### src/rtl/uart_pkg.sv
// Shared UART definitions: frame state encoding and default timing constants,
// common to the transmitter and receiver.
package uart_pkg;

  localparam int unsigned DEFAULT_CLOCK_FREQ = 50_000_000;
  localparam int unsigned DEFAULT_BAUD_RATE  = 115_200;
  localparam int unsigned UART_DATA_BITS     = 8;

  typedef enum logic [2:0] {
    IDLE   = 3'd0,
    START  = 3'd1,
    DATA   = 3'd2,
    PARITY = 3'd3,
    STOP   = 3'd4
  } uart_state_t;

endpackage

### src/rtl/uart_tx_serializer_baud_tick_gen.sv
// Bit-period timer: free-running counter that wraps at CLKS_PER_BIT-1 and
// flags the last clock of each bit period with a one-cycle tick.
module baud_tick_gen #(
  parameter int unsigned CLKS_PER_BIT = 434
) (
  input  logic clock,
  input  logic reset,
  input  logic clear,
  output logic tick
);

  localparam int unsigned CNT_W = (CLKS_PER_BIT > 1) ? $clog2(CLKS_PER_BIT) : 1;
  localparam logic [CNT_W-1:0] LAST = CNT_W'(CLKS_PER_BIT - 1);

  logic [CNT_W-1:0] count;

  always_ff @(posedge clock or posedge reset) begin
    if (reset) begin
      count <= '0;
    end else if (clear || count == LAST) begin
      count <= '0;
    end else begin
      count <= count + CNT_W'(1);
    end
  end

  assign tick = (count == LAST) && !clear;

endmodule

### src/rtl/uart_tx_serializer.sv
// UART transmitter: accepts one byte when idle and serialises it as
// start / 8 data bits LSB first / optional parity / 1 or 2 stop bits.
module uart_tx_serializer
  import uart_pkg::*;
#(
  parameter int unsigned CLOCK_FREQ = DEFAULT_CLOCK_FREQ,
  parameter int unsigned BAUD_RATE  = DEFAULT_BAUD_RATE,
  parameter int unsigned PARITY_EN  = 0,
  parameter int unsigned PARITY_ODD = 0,
  parameter int unsigned STOP_BITS  = 1
) (
  input  logic       clock,
  input  logic       reset,
  input  logic       tx_start,
  input  logic [7:0] tx_data,
  output logic       tx,
  output logic       busy,
  output logic       tx_done
);

  localparam int unsigned CLKS_PER_BIT = CLOCK_FREQ / BAUD_RATE;
  localparam logic [2:0]  LAST_DATA    = 3'(UART_DATA_BITS - 1);
  localparam logic [2:0]  LAST_STOP    = 3'(STOP_BITS - 1);
  localparam logic        PARITY_INV   = (PARITY_ODD != 0);
  localparam logic        HAS_PARITY   = (PARITY_EN != 0);

  uart_state_t state, state_n;
  logic [2:0]  bit_idx, bit_idx_n;
  logic [7:0]  shift_reg, shift_reg_n;
  logic        parity_q, parity_n;
  logic        tx_n, busy_n, tx_done_n;
  logic        tick;

  // Counter held at zero while idle, so it starts from 0 on entering START.
  baud_tick_gen #(
    .CLKS_PER_BIT(CLKS_PER_BIT)
  ) u_baud (
    .clock(clock),
    .reset(reset),
    .clear(state == IDLE),
    .tick (tick)
  );

  always_ff @(posedge clock or posedge reset) begin
    if (reset) begin
      state     <= IDLE;
      bit_idx   <= '0;
      shift_reg <= '0;
      parity_q  <= 1'b0;
      tx        <= 1'b1;
      busy      <= 1'b0;
      tx_done   <= 1'b0;
    end else begin
      state     <= state_n;
      bit_idx   <= bit_idx_n;
      shift_reg <= shift_reg_n;
      parity_q  <= parity_n;
      tx        <= tx_n;
      busy      <= busy_n;
      tx_done   <= tx_done_n;
    end
  end

  always_comb begin
    state_n     = state;
    bit_idx_n   = bit_idx;
    shift_reg_n = shift_reg;
    parity_n    = parity_q;

    case (state)
      IDLE: begin
        if (tx_start) begin
          state_n     = START;
          shift_reg_n = tx_data;
          parity_n    = (^tx_data) ^ PARITY_INV;
          bit_idx_n   = '0;
        end
      end
      START: begin
        if (tick) state_n = DATA;
      end
      DATA: begin
        if (tick) begin
          shift_reg_n = {1'b0, shift_reg[7:1]};
          if (bit_idx == LAST_DATA) begin
            bit_idx_n = '0;
            state_n   = HAS_PARITY ? PARITY : STOP;
          end else begin
            bit_idx_n = bit_idx + 3'd1;
          end
        end
      end
      PARITY: begin
        if (tick) state_n = STOP;
      end
      STOP: begin
        // bit_idx is reused to count stop bits
        if (tick) begin
          if (bit_idx == LAST_STOP) begin
            bit_idx_n = '0;
            state_n   = IDLE;
          end else begin
            bit_idx_n = bit_idx + 3'd1;
          end
        end
      end
      default: begin
        state_n   = IDLE;
        bit_idx_n = '0;
      end
    endcase
  end

  // Outputs are computed from the next state so the registered line
  // changes on the same edge as the state.
  always_comb begin
    tx_n = 1'b1;
    case (state_n)
      IDLE:    tx_n = 1'b1;
      START:   tx_n = 1'b0;
      DATA:    tx_n = shift_reg_n[0];
      PARITY:  tx_n = parity_n;
      STOP:    tx_n = 1'b1;
      default: tx_n = 1'b1;
    endcase
    busy_n    = (state_n != IDLE);
    tx_done_n = (state != IDLE) && (state_n == IDLE);
  end

endmodule

### config.mk
export PLATFORM = sky130hd
export DESIGN_NAME = uart_tx_serializer
export DESIGN_NICKNAME = d
export VERILOG_FILES = /design/src/rtl/uart_pkg.sv /design/src/rtl/uart_tx_serializer_baud_tick_gen.sv /design/src/rtl/uart_tx_serializer.sv
export SDC_FILE = /design/constraint.sdc
export NUM_CORES = 1
export LEC_CHECK = 0
export BUFFER_PORTS_ARGS = -buffer_cell sky130_fd_sc_hd__buf_4
export CELL_PAD_IN_SITES_DETAIL_PLACEMENT = 0
export CELL_PAD_IN_SITES_GLOBAL_PLACEMENT = 1
export CORE_MARGIN = 5
export CORE_UTILIZATION = 25
export DETAILED_ROUTE_END_ITERATION = 8
export PLACE_DENSITY_LB_ADDON = 0.1
export SYNTH_ARGS = -nofsm -noshare
export SYNTH_HDL_FRONTEND = slang
export SYNTH_SLANG_ARGS = --single-unit
export TNS_END_PERCENT = 20
### constraint.sdc
create_clock -name clock -period 4.6 [get_ports clock]
set_clock_uncertainty 0.1 [all_clocks]
set_input_delay 0.46 -clock clock [delete_from_list [all_inputs] [get_ports clock]]
set_output_delay 0.46 -clock clock [all_outputs]
set_load 0.02 [all_outputs]
==> impl_metrics.prom, run 1 <==
# TYPE chip_impl_metric gauge
chip_impl_info{name="ctsRootBufferMaster",value="clkbuf_8"} 1
chip_impl_metric{name="synthCells",unit=""} 146
chip_impl_metric{name="worst-r2r-setup-slack",unit="ns"} 2.57
chip_impl_metric{name="pwr_density_cell",unit="nW/um2"} 346
chip_impl_metric{name="hpwl_after_detailed_placement",unit="um"} 2200
chip_impl_info{name="worstSetupStartpoint",value="u_baud.count[1]"} 1
chip_impl_metric{name="post-route-util",unit="%"} 30.0
chip_impl_metric{name="max_freq",unit="GHz"} 0.493
chip_impl_metric{name="cts_hold_buf",unit=""} 0
chip_impl_info{name="yosys_most_used_dff",value="dfrtp_1"} 1
chip_impl_metric{name="dpl_worst_slack",unit="ns"} 2.57
chip_impl_metric{name="cts_resized",unit=""} 0
chip_impl_metric{name="cts.htree.levels",unit=""} 1
chip_impl_metric{name="synth_area",unit="um2"} 1450
chip_impl_metric{name="critical_path_data_required_time",unit="ns"} 4.66
chip_impl_metric{name="async_set_or_reset_register_ratio_after_synthesis",unit="%"} 100
chip_impl_metric{name="final_min_period_over_clock_period",unit="%"} 44.1
chip_impl_metric{name="cts.path.max_buffers",unit=""} 2
chip_impl_metric{name="finalHoldViolations",unit=""} 0
chip_impl_info{name="rsz_0062_raised_after_global_routing",value="no"} 1
chip_impl_metric{name="initial_utilization",unit="%"} 26.0
chip_impl_metric{name="boundaryPins",unit=""} 14
chip_impl_metric{name="viasPerCell",unit=""} 4.60
chip_impl_metric{name="wl_met1",unit="um"} 1450
chip_impl_metric{name="numPortBuffers",unit=""} 13
chip_impl_metric{name="track_usage",unit="%"} 8.58
chip_impl_metric{name="maximum_capacitance_violations",unit=""} 0
chip_impl_metric{name="place.gp.congestion",unit=""} 0.777
chip_impl_metric{name="floorplan.rows",unit=""} 27
chip_impl_metric{name="grt_first_pass_wirelength",unit="um"} 5130
chip_impl_metric{name="fin_nets",unit=""} 176
chip_impl_metric{name="global_route.overflow_total",unit=""} 0
chip_impl_metric{name="synth_seq_cells",unit=""} 27
chip_impl_metric{name="peakVddDrop",unit="mV"} 0.130
chip_impl_info{name="tritoncts",value="built"} 1
chip_impl_metric{name="layout-drive-gt1-share",unit="%"} 18.9
chip_impl_metric{name="synth_area_per_cell",unit="um2"} 9.94
chip_impl_metric{name="final-max-slew-violation-count",unit=""} 0
chip_impl_metric{name="final.setup.tns",unit="ns"} 0
chip_impl_metric{name="p_leak",unit="nW"} 0.761
chip_impl_metric{name="critical_path.max_fanout",unit=""} 9
chip_impl_metric{name="mappedNetlistNets",unit=""} 162
chip_impl_info{name="hold_path_class",value="in2reg"} 1
chip_impl_info{name="run_status",value="completed"} 1
chip_impl_metric{name="fin_crit",unit="ns"} 2.03
chip_impl_info{name="capture_point_of_the_critical_path",value="bit_idx[0]"} 1
chip_impl_metric{name="maximum_number_of_pins_on_one_net_before_global_route_repair",unit=""} 28
chip_impl_info{name="worstReg2RegEnd",value="bit_idx[0]"} 1
chip_impl_metric{name="cts_sinks",unit=""} 27
chip_impl_metric{name="cp.arrival",unit="ns"} 2.09
chip_impl_metric{name="die-area",unit="um2"} 7430
chip_impl_metric{name="max_reg_flops",unit=""} 9
chip_impl_info{name="regToRegStartpoint",value="u_baud.count[1]"} 1
chip_impl_metric{name="vertical_die_dimension",unit="um"} 86.2
chip_impl_metric{name="first_global_vias",unit=""} 1066
chip_impl_metric{name="stdcell_count",unit=""} 231
chip_impl_metric{name="totalWireLength",unit="um"} 2950
chip_impl_metric{name="drt_first_iter_violations",unit=""} 47
chip_impl_metric{name="ys_warns",unit=""} 0
chip_impl_metric{name="drt_pre_antenna_iters",unit=""} 4
chip_impl_metric{name="placed_cells_incl_taps",unit=""} 227
chip_impl_metric{name="design_power_total",unit="W"} 0.000577
chip_impl_metric{name="post_synth_num_cell_types",unit=""} 43
chip_impl_metric{name="timing.final.setup_violations",unit=""} 0
chip_impl_metric{name="drt.antenna.violating_nets",unit=""} 0
chip_impl_metric{name="routed-via-count",unit=""} 1063
chip_impl_info{name="synthTopCellsByArea",value="dfrtp_1, xnor2_1, nand2_1, ha_1, nor2_1"} 1
chip_impl_metric{name="wire_per_inst",unit="um"} 12.8
chip_impl_metric{name="wl_met3",unit="um"} 95
chip_impl_info{name="timing.critical_path.to_type",value="flip-flop"} 1
chip_impl_metric{name="final_critical_path_setup_slack",unit="ns"} 2.57
chip_impl_metric{name="wl_met2",unit="um"} 1380
chip_impl_metric{name="cts_setup_buffers",unit=""} 0
chip_impl_metric{name="synth-edff-count",unit=""} 0
chip_impl_metric{name="yosysTopAreaCellShare",unit="%"} 44.8
chip_impl_metric{name="tightest_slew_margin_relative_to_the_limit",unit="%"} 28.1
chip_impl_metric{name="core_region_area",unit="um2"} 5570
chip_impl_metric{name="cts-buffers-inserted",unit=""} 3
chip_impl_metric{name="path_clk_slew",unit="ns"} 0.10
chip_impl_metric{name="num_antenna_cells",unit=""} 0
chip_impl_metric{name="worst_pin_slew",unit="ns"} 1.08
chip_impl_metric{name="drc",unit=""} 0
chip_impl_metric{name="timing.reg2reg.worst_path_depth",unit=""} 7
chip_impl_metric{name="area_growth_syn_to_layout",unit="%"} 15.1
chip_impl_info{name="worst_path_class_setup",value="reg2reg"} 1
chip_impl_info{name="worst_setup_path_start_kind",value="flip-flop"} 1
chip_impl_metric{name="worstSkewPairLatency",unit="ns"} 0.27
chip_impl_info{name="synthDominantAreaCellType",value="dfrtp_1"} 1
chip_impl_metric{name="grt_antenna_before_repair",unit=""} 0
chip_impl_metric{name="synth-seq-area-share",unit="%"} 46.6
chip_impl_metric{name="fp.dieW",unit="um"} 86.2
chip_impl_info{name="top_layer_used",value="met4"} 1
## where the power goes
| group | leakage, nW | total, W | switching (W) | internal (W) |
|---|---|---|---|---|
| Sequential | 0.340 | 0.000323 | 0.0000396 | 0.000283 |
| Combinational | 0.399 | 0.000118 | 0.0000598 | 0.0000581 |
| Clock | 0.0228 | 0.000137 | 0.0000749 | 0.0000620 |
| Total | 0.761 | 0.000577 | 0.000174 | 0.000403 |
## layer usage
metal | vias up | GRT usage (%)
li1 | 540 | -
met1 | 504 | 11.5
met2 | 17 | 13.6
met3 | 2 | 1.90
met4 | 0 | 2.97
met5 | - | 0
## metrics by stage
stage	area, um2	hold WS [ns]
after floorplan	1450	0.338
after global placement	1630	0.359
after detailed placement	1630	0.369
after CTS	1670	0.314
after global routing	1670	0.332
final	1670	0.317
## critical path, cell delays in order, from the launching register on
cell and delay [ns]:
dfrtp_1 0.41, inv_1 0.06, ha_1 0.13, and4_1 0.35
nand2_4 0.13, a31oi_1 0.20, o22a_2 0.21, mux2_2 0.33
## cell usage after synthesis (2+ instances only)
cell	count
a31oi_1	2
and3_2	2
nand2b_1	6
o21ai_0	5
xor2_1	3
a22oi_1	6
nor3_1	2
or3_1	3
dfrtp_1	26
nor2_1	16
inv_1	6
xnor2_1	9
a21oi_1	5
ha_1	5
o221ai_1	2
clkbuf_1	3
nand3_1	3
nand2_1	17
## area by class of cell
type | instances | area (um2)
fill | 576 | 3900
multi-input combinational | 107 | 727
sequential | 27 | 677
timing repair buffer | 14 | 105
tap | 72 | 90.1
clock buffer | 4 | 45.0
inverter | 7 | 26.3
## cells by family after synthesis
group | Yosys count | synth area share (%)
adders and majority gates | 5 | 4.31
AOI/OAI and AO/OA | 30 | 15.4
xor gates and xnor gates | 12 | 7.24
DFF | 27 | 46.6
muxes | 2 | 1.47
and+or+nand+nor | 58 | 21.6
buffers and inverters | 12 | 3.27
## how the worst min path moves through the flow
stage | from | endpoint | cells past startpoint
final | tx_data[7] | shift_reg[7] | 3
after global routing | tx_data[2] | shift_reg[2] | 3
after CTS | tx_data[7] | shift_reg[7] | 3
after detailed placement | shift_reg[3] | shift_reg[3] | 2
after global placement | shift_reg[4] | shift_reg[4] | 2
after floorplan | shift_reg[1] | shift_reg[1] | 2
## cell usage in the layout (no fill, tap or decap), types with 2 or more instances in the layout
| master | count |
|---|---|
| dfrtp_1 | 26 |
| nand2_1 | 17 |
| nor2_1 | 16 |
| buf_4 | 14 |
| xnor2_1 | 9 |
| inv_1 | 6 |
| nand2b_1 | 6 |
| a22oi_1 | 6 |
| a21oi_1 | 5 |
| o21ai_0 | 5 |
| ha_1 | 5 |
| nand3_1 | 3 |
| or3_1 | 3 |
| xor2_1 | 3 |
| clkbuf_8 | 3 |
| a31oi_1 | 2 |
| nor3_1 | 2 |
| and3_2 | 2 |
| o221ai_1 | 2 |
(Power assumes the default switching activity.)
==> inputs of run 2 (changes only) <==
==> constraint.sdc (replaced) <==
create_clock -name clock -period 1.7 [get_ports clock]
set_clock_uncertainty 0.1 [all_clocks]
set_input_delay 0.17 -clock clock [delete_from_list [all_inputs] [get_ports clock]]
set_output_delay 0.17 -clock clock [all_outputs]
set_load 0.02 [all_outputs]
==> run 2 against run 1 <==
The flow now finishes with violations (negative setup slack). Die area is the same. Hold slack lost 0.30 ns. Sequential share of layout area shrank 6.2 points. Combinational power grew to 4.3 times the previous value. Cell area grew 18%. Critical endpoint is now busy. Setup slack lost 2.7 ns. First-iteration DRC count shrank 30%. Wire length grew 9.5%. Critical path type unchanged. Maximum frequency grew 11%. Cell count grew 13%. Clock power grew to 2.8 times the previous value.
==> impl_metrics.prom, run 2 (synthesis gave the netlist of run 1 again) <==
# TYPE chip_impl_metric gauge
chip_impl_info{name="run_status",value="finished with violations"} 1
chip_impl_info{name="failed_checks",value="negative setup slack"} 1
chip_impl_metric{name="numPortBuffers",unit=""} 13
chip_impl_metric{name="finalHoldViolations",unit=""} 0
chip_impl_metric{name="p_leak",unit="nW"} 0.907
chip_impl_info{name="hold_path_class",value="in2reg"} 1
chip_impl_metric{name="grt_antenna_before_repair",unit=""} 0
chip_impl_metric{name="final_min_period_over_clock_period",unit="%"} 107
chip_impl_metric{name="final.fill_count",unit=""} 581
chip_impl_metric{name="drc",unit=""} 0
chip_impl_metric{name="cp.arrival",unit="ns"} 1.89
chip_impl_info{name="path_delay_family",value="simple AND/OR/NAND/NOR gates"} 1
chip_impl_info{name="most_common_cell_after_layout_fill_and_taps_aside",value="buf_4"} 1
chip_impl_metric{name="post-route-util",unit="%"} 35.3
chip_impl_metric{name="cts_sinks",unit=""} 27
chip_impl_info{name="worst_setup_path_start_kind",value="flip-flop"} 1
chip_impl_metric{name="worstSkewPairLatency",unit="ns"} 0.27
chip_impl_metric{name="finalInstanceArea",unit="um2"} 1970
chip_impl_metric{name="layout-drive-gt1-share",unit="%"} 36.2
chip_impl_metric{name="final-max-slew-violation-count",unit=""} 0
chip_impl_info{name="ctsRootBufferMaster",value="clkbuf_8"} 1
chip_impl_info{name="layout.cells.most_common_list",value="buf_4, dfrtp_1, nand2_1, nor2_1, xnor2_1"} 1
chip_impl_metric{name="wire_per_inst",unit="um"} 12.4
chip_impl_metric{name="global_route.overflow_total",unit=""} 0
chip_impl_metric{name="cts-buffers-inserted",unit=""} 3
chip_impl_metric{name="maximum_number_of_pins_on_one_net_before_global_route_repair",unit=""} 28
chip_impl_metric{name="maximum_capacitance_violations",unit=""} 0
chip_impl_metric{name="worst_pin_slew",unit="ns"} 0.354
chip_impl_metric{name="cts.path.max_buffers",unit=""} 2
chip_impl_metric{name="drt_first_iter_violations",unit=""} 33
chip_impl_metric{name="max_freq",unit="GHz"} 0.548
chip_impl_info{name="timing.critical_path.cells",value="inv_1 > ha_1 > and4_4 > and3b_1 > o32a_4 > inv_2 > or3_1"} 1
chip_impl_metric{name="peakVddDrop",unit="mV"} 0.434
chip_impl_metric{name="routed-via-count",unit=""} 1161
chip_impl_metric{name="drt_pre_antenna_iters",unit=""} 4
chip_impl_metric{name="vertical_die_dimension",unit="um"} 86.2
chip_impl_metric{name="critical_path_data_required_time",unit="ns"} 1.76
chip_impl_metric{name="timing.final.setup_violations",unit=""} 7
chip_impl_metric{name="core_region_area",unit="um2"} 5570
chip_impl_info{name="tritoncts",value="built"} 1
chip_impl_metric{name="design_power_total",unit="W"} 0.00173
chip_impl_metric{name="max_reg_flops",unit=""} 9
chip_impl_info{name="rsz_0062_raised_after_global_routing",value="yes"} 1
chip_impl_metric{name="die-area",unit="um2"} 7430
chip_impl_metric{name="pwr_density_cell",unit="nW/um2"} 876
chip_impl_metric{name="path_clk_slew",unit="ns"} 0.10
chip_impl_metric{name="fin_crit",unit="ns"} 1.83
chip_impl_info{name="timing.critical_path.to_type",value="flip-flop"} 1
chip_impl_metric{name="viasPerCell",unit=""} 4.47
chip_impl_metric{name="placement.cell_area",unit="um2"} 1820
chip_impl_metric{name="place.gp.congestion",unit=""} 0.829
chip_impl_metric{name="cp_slowest_stage_delay",unit="ns"} 0.40
chip_impl_metric{name="fin_nets",unit=""} 205
chip_impl_metric{name="fp.dieW",unit="um"} 86.2
chip_impl_metric{name="area_growth_syn_to_layout",unit="%"} 35.7
chip_impl_metric{name="drt.antenna.violating_nets",unit=""} 0
chip_impl_info{name="crit_path_top_delay_cell",value="dfrtp_1"} 1
chip_impl_metric{name="track_usage",unit="%"} 9.54
chip_impl_metric{name="hpwl_after_detailed_placement",unit="um"} 2450
chip_impl_metric{name="final_critical_path_setup_slack",unit="ns"} -0.125
chip_impl_metric{name="totalWireLength",unit="um"} 3230
chip_impl_metric{name="initial_utilization",unit="%"} 26.0
chip_impl_metric{name="grt_first_pass_wirelength",unit="um"} 5710
chip_impl_metric{name="first_global_vias",unit=""} 1220
chip_impl_metric{name="num_antenna_cells",unit=""} 0
chip_impl_info{name="worst_path_class_setup",value="reg2reg"} 1
chip_impl_metric{name="boundaryPins",unit=""} 14
chip_impl_metric{name="tightest_slew_margin_relative_to_the_limit",unit="%"} 76.4
chip_impl_metric{name="critical_path.max_fanout",unit=""} 5
chip_impl_metric{name="critPathBufInv",unit=""} 2
chip_impl_metric{name="floorplan.rows",unit=""} 27
chip_impl_metric{name="cts.htree.levels",unit=""} 1
==> run 2: report_power, final <==
group          switching (W)  internal [W]  total [W]
logic               0.000230      0.000272   0.000502
clock network       0.000215      0.000165   0.000380
registers          0.0000776      0.000766   0.000844
==> run 2: area by class of cell <==
cell class,instances,area [um2],share of cell area (%)
clock buffers,3,41.3,2.10
clock inverters,1,5.00,0.254
inverters,7,26.3,1.33
multi-input cells,107,792,40.2
flip-flops and latches,27,677,34.4
well taps,72,90.1,4.57
repair buffers,43,338,17.2
==> run 2: metal layers <==
layer	vias to the layer above	track usage, %	wire [um]
li1	596	-	-
met1	552	12.9	1550
met2	11	15.2	1550
met3	2	1.81	103
met4	0	3.40	22
met5	-	0	0
==> run 2: path summary, 6_finish.rpt <==
path	start	end	slack, ns	cells after the start
min	tx_data[7]	shift_reg[7]	0.01	3
min in group asynchronous	reset	u_baud.count[2]	0.41	4
min reg2reg	shift_reg[6]	shift_reg[6]	0.38	2
max reg2reg	u_baud.count[1]	busy	-0.13	7
max in group asynchronous	reset	tx	0.79	4
max	u_baud.count[1]	busy	-0.13	7
==> run 2: metrics by stage <==
stage	TNS, ns	cells	hold slack, ns	worst slack, ns
6_report	-0.493	260	0.0127	-0.125
5_1_grt	-1.31	260	0.0182	-0.227
4_1_cts	-0.360	257	0.00985	-0.106
3_5_place_dp	-0.481	250	0.170	-0.120
3_3_place_gp	-0.358	250	0.165	-0.0996
2_1_floorplan	-0.102	146	0.122	-0.0456
==> run 2: tightest hold or removal path: stages <==
cell,delay [ns]
buf_4,0.09
nand2_1,0.04
o21ai_0,0.06
==> run 2: timing repair <==
action,in CTS,in global routing
endpoints found under the setup margin,10,15
hold buffers,1,0
setup buffers,2,3
gates resized for setup,2,9
pin swaps,1,4
hold endpoints to repair,26,0
==> inputs of run 3 (changes only) <==
==> constraint.sdc (replaced) <==
create_clock -name clock -period 1.7 [get_ports clock]
set_clock_uncertainty 0.1 [all_clocks]
set_input_delay 0 -clock clock [delete_from_list [all_inputs] [get_ports clock]]
set_output_delay 0 -clock clock [all_outputs]
set_load 0.02 [all_outputs]
==> run 3 against run 2 <==
The run still ends with negative setup slack left. Via count rose by 2.6%. Clock power barely moved. Sequential cell count did not move. Setup slack barely moved. Wire length rose by 0.93%. Sequential share of layout area fell by 1.2 points. Core utilization rose by 1.3 points. Cell count rose by 2.7%. Die area did not move. Largest power group unchanged.
==> impl_metrics.prom, run 3 (synthesis gave the netlist of run 1 again) <==
# TYPE chip_impl_metric gauge
chip_impl_metric{name="area_growth_syn_to_layout",unit="%"} 40.5
chip_impl_metric{name="floorplan.rows",unit=""} 27
chip_impl_info{name="timing.critical_path.to_type",value="flip-flop"} 1
chip_impl_metric{name="final_min_period_over_clock_period",unit="%"} 107
chip_impl_metric{name="critical_path.max_fanout",unit=""} 5
chip_impl_metric{name="placement.cell_area",unit="um2"} 1820
chip_impl_metric{name="core_region_area",unit="um2"} 5570
chip_impl_metric{name="numPortBuffers",unit=""} 13
chip_impl_metric{name="first_global_vias",unit=""} 1251
chip_impl_metric{name="final_critical_path_setup_slack",unit="ns"} -0.125
chip_impl_info{name="rsz_0062_raised_after_global_routing",value="yes"} 1
chip_impl_info{name="most_common_cell_after_layout_fill_and_taps_aside",value="buf_4"} 1
chip_impl_metric{name="drt.antenna.violating_nets",unit=""} 0
chip_impl_metric{name="totalWireLength",unit="um"} 3260
chip_impl_metric{name="grt_first_pass_wirelength",unit="um"} 5790
chip_impl_metric{name="routed-via-count",unit=""} 1191
chip_impl_metric{name="power.switching",unit="W"} 0.000525
chip_impl_info{name="layout.cells.most_common_list",value="buf_4, dfrtp_1, nand2_1, nor2_1, xnor2_1"} 1
chip_impl_metric{name="critical_path_data_required_time",unit="ns"} 1.76
chip_impl_metric{name="worst_pin_slew",unit="ns"} 0.354
chip_impl_metric{name="fp.dieW",unit="um"} 86.2
chip_impl_metric{name="max_reg_flops",unit=""} 9
chip_impl_metric{name="cts-buffers-inserted",unit=""} 3
chip_impl_metric{name="tightest_slew_margin_relative_to_the_limit",unit="%"} 76.4
chip_impl_metric{name="cts.path.max_buffers",unit=""} 2
chip_impl_metric{name="boundaryPins",unit=""} 14
chip_impl_info{name="failed_checks",value="negative setup slack"} 1
chip_impl_metric{name="num_antenna_cells",unit=""} 0
chip_impl_metric{name="cts_sinks",unit=""} 27
chip_impl_metric{name="drc",unit=""} 0
chip_impl_info{name="timing.critical_path.cells",value="inv_1 > ha_1 > and4_4 > and3b_1 > o32a_4 > inv_2 > or3_1"} 1
chip_impl_info{name="crit_path_top_delay_cell",value="dfrtp_1"} 1
chip_impl_info{name="run_status",value="finished with violations"} 1
chip_impl_metric{name="initial_utilization",unit="%"} 26.0
chip_impl_metric{name="grt_antenna_before_repair",unit=""} 0
chip_impl_metric{name="cp_slowest_stage_delay",unit="ns"} 0.40
chip_impl_metric{name="drt_pre_antenna_iters",unit=""} 4
chip_impl_metric{name="maximum_capacitance_violations",unit=""} 0
chip_impl_metric{name="seq_power_share",unit="%"} 48.5
chip_impl_metric{name="viasPerCell",unit=""} 4.46
chip_impl_metric{name="max_freq",unit="GHz"} 0.548
chip_impl_metric{name="cts.htree.levels",unit=""} 1
chip_impl_metric{name="dpl_worst_slack",unit="ns"} -0.120
chip_impl_metric{name="cp.arrival",unit="ns"} 1.89
chip_impl_metric{name="worstSkewPairLatency",unit="ns"} 0.27
chip_impl_metric{name="fin_crit",unit="ns"} 1.83
chip_impl_metric{name="peakVddDrop",unit="mV"} 0.434
chip_impl_metric{name="power.share.switching",unit="%"} 30.2
chip_impl_metric{name="final-max-slew-violation-count",unit=""} 0
chip_impl_metric{name="track_usage",unit="%"} 9.65
chip_impl_info{name="path_delay_family",value="simple AND/OR/NAND/NOR gates"} 1
chip_impl_info{name="ctsRootBufferMaster",value="clkbuf_8"} 1
chip_impl_metric{name="layout-drive-gt1-share",unit="%"} 34.9
chip_impl_metric{name="maximum_number_of_pins_on_one_net_before_global_route_repair",unit=""} 28
chip_impl_metric{name="finalInstanceArea",unit="um2"} 2040
chip_impl_metric{name="stdcell_count",unit=""} 267
chip_impl_metric{name="fin_nets",unit=""} 212
chip_impl_metric{name="intPower",unit="W"} 0.00121
chip_impl_metric{name="combinationalPowerShare",unit="%"} 29.6
chip_impl_metric{name="global_route.overflow_total",unit=""} 0
chip_impl_metric{name="place.gp.congestion",unit=""} 0.829
chip_impl_metric{name="timing.final.setup_violations",unit=""} 7
chip_impl_metric{name="placed_cells_incl_taps",unit=""} 250
chip_impl_metric{name="pwr_density_cell",unit="nW/um2"} 852
chip_impl_metric{name="wire_per_inst",unit="um"} 12.2
chip_impl_metric{name="path_clk_slew",unit="ns"} 0.10
chip_impl_info{name="worst_setup_path_start_kind",value="flip-flop"} 1
chip_impl_metric{name="hpwl_after_detailed_placement",unit="um"} 2450
chip_impl_info{name="worst_path_class_setup",value="reg2reg"} 1
chip_impl_metric{name="finalHoldViolations",unit=""} 0
chip_impl_metric{name="die-area",unit="um2"} 7430
chip_impl_info{name="tritoncts",value="built"} 1
chip_impl_metric{name="clock_power_share",unit="%"} 21.9
chip_impl_metric{name="critPathBufInv",unit=""} 2
chip_impl_info{name="hold_path_class",value="in2reg"} 1
chip_impl_metric{name="p_leak",unit="nW"} 0.936
chip_impl_metric{name="vertical_die_dimension",unit="um"} 86.2
chip_impl_metric{name="drt_first_iter_violations",unit=""} 53
chip_impl_metric{name="final.setup.tns",unit="ns"} -0.502
==> run 3: changes by cell type in the layout (fill, tap and decap cells not counted) <==
cell and change:
dlygate4sd3_1 +7
==> run 3: final cells by class <==
| class | instances | area, um2 |
|---|---|---|
| flip-flops and latches | 27 | 677 |
| well taps | 72 | 90.1 |
| clock inverters | 1 | 5.00 |
| clock buffers | 3 | 41.3 |
| fillers | 581 | 3530 |
| multi-input cells | 107 | 792 |
| repair buffers | 50 | 408 |
| inverters | 7 | 26.3 |
==> run 3: final timing paths <==
path,depth (start not counted),endpoint,start,slack (ns)
setup reg to reg,7,busy,u_baud.count[1],-0.13
hold reg to reg,2,shift_reg[6],shift_reg[6],0.38
setup / recovery,7,busy,u_baud.count[1],-0.13
min in group asynchronous,4,u_baud.count[2],reset,0.24
max in group asynchronous,4,tx,reset,0.96
hold / removal,5,parity_q,tx_data[0],0.15
==> run 3: power by group through the flow <==
stage	Sequential, W	Combinational (W)	Clock, W
after global placement	0.000854	0.000457	0
final	0.000844	0.000515	0.000380
after floorplan	0.000866	0.000243	0
after global routing	0.000860	0.000588	0.000418
after detailed placement	0.000857	0.000460	0
after CTS	0.000842	0.000494	0.000393
==> run 3: tightest hold or removal path, delay by kind of cell <==
kind,cells,cell delay [ns]
XOR/XNOR,3,0.34
buffers and inverters,1,0.10
AO/OA/AOI/OAI,1,0.06
==> run 3: per-layer routing <==
layer / vias to the layer above / GRT usage, % / routed length, um
met5: - / 0 / 0
met1: 567 / 13.1 / 1580
li1: 611 / - / -
met2: 11 / 15.6 / 1570
met3: 2 / 1.52 / 89
met4: 0 / 3.40 / 22
==> run 3: stage by stage <==
| step | total power (W) | hold WS, ns | util [%] |
|---|---|---|---|
| floorplan | 0.00111 | -0.0480 | - |
| detailed placement | 0.00132 | -0.000178 | 32.7 |
| global placement | 0.00131 | -0.00523 | 32.7 |
| global route | 0.00187 | 0.188 | 36.6 |
| CTS | 0.00173 | 0.143 | 35.2 |
| finish | 0.00174 | 0.148 | 36.6 |
==> run 3: repair_timing <==
| action | 4_1_cts | 5_1_grt |
|---|---|---|
| setup buffers | 2 | 3 |
| endpoints found under the hold margin | 34 | 0 |
| pin swaps | 1 | 4 |
| hold buffers | 8 | 0 |
| gates resized for setup | 2 | 9 |
| endpoints found under the setup margin | 10 | 15 |
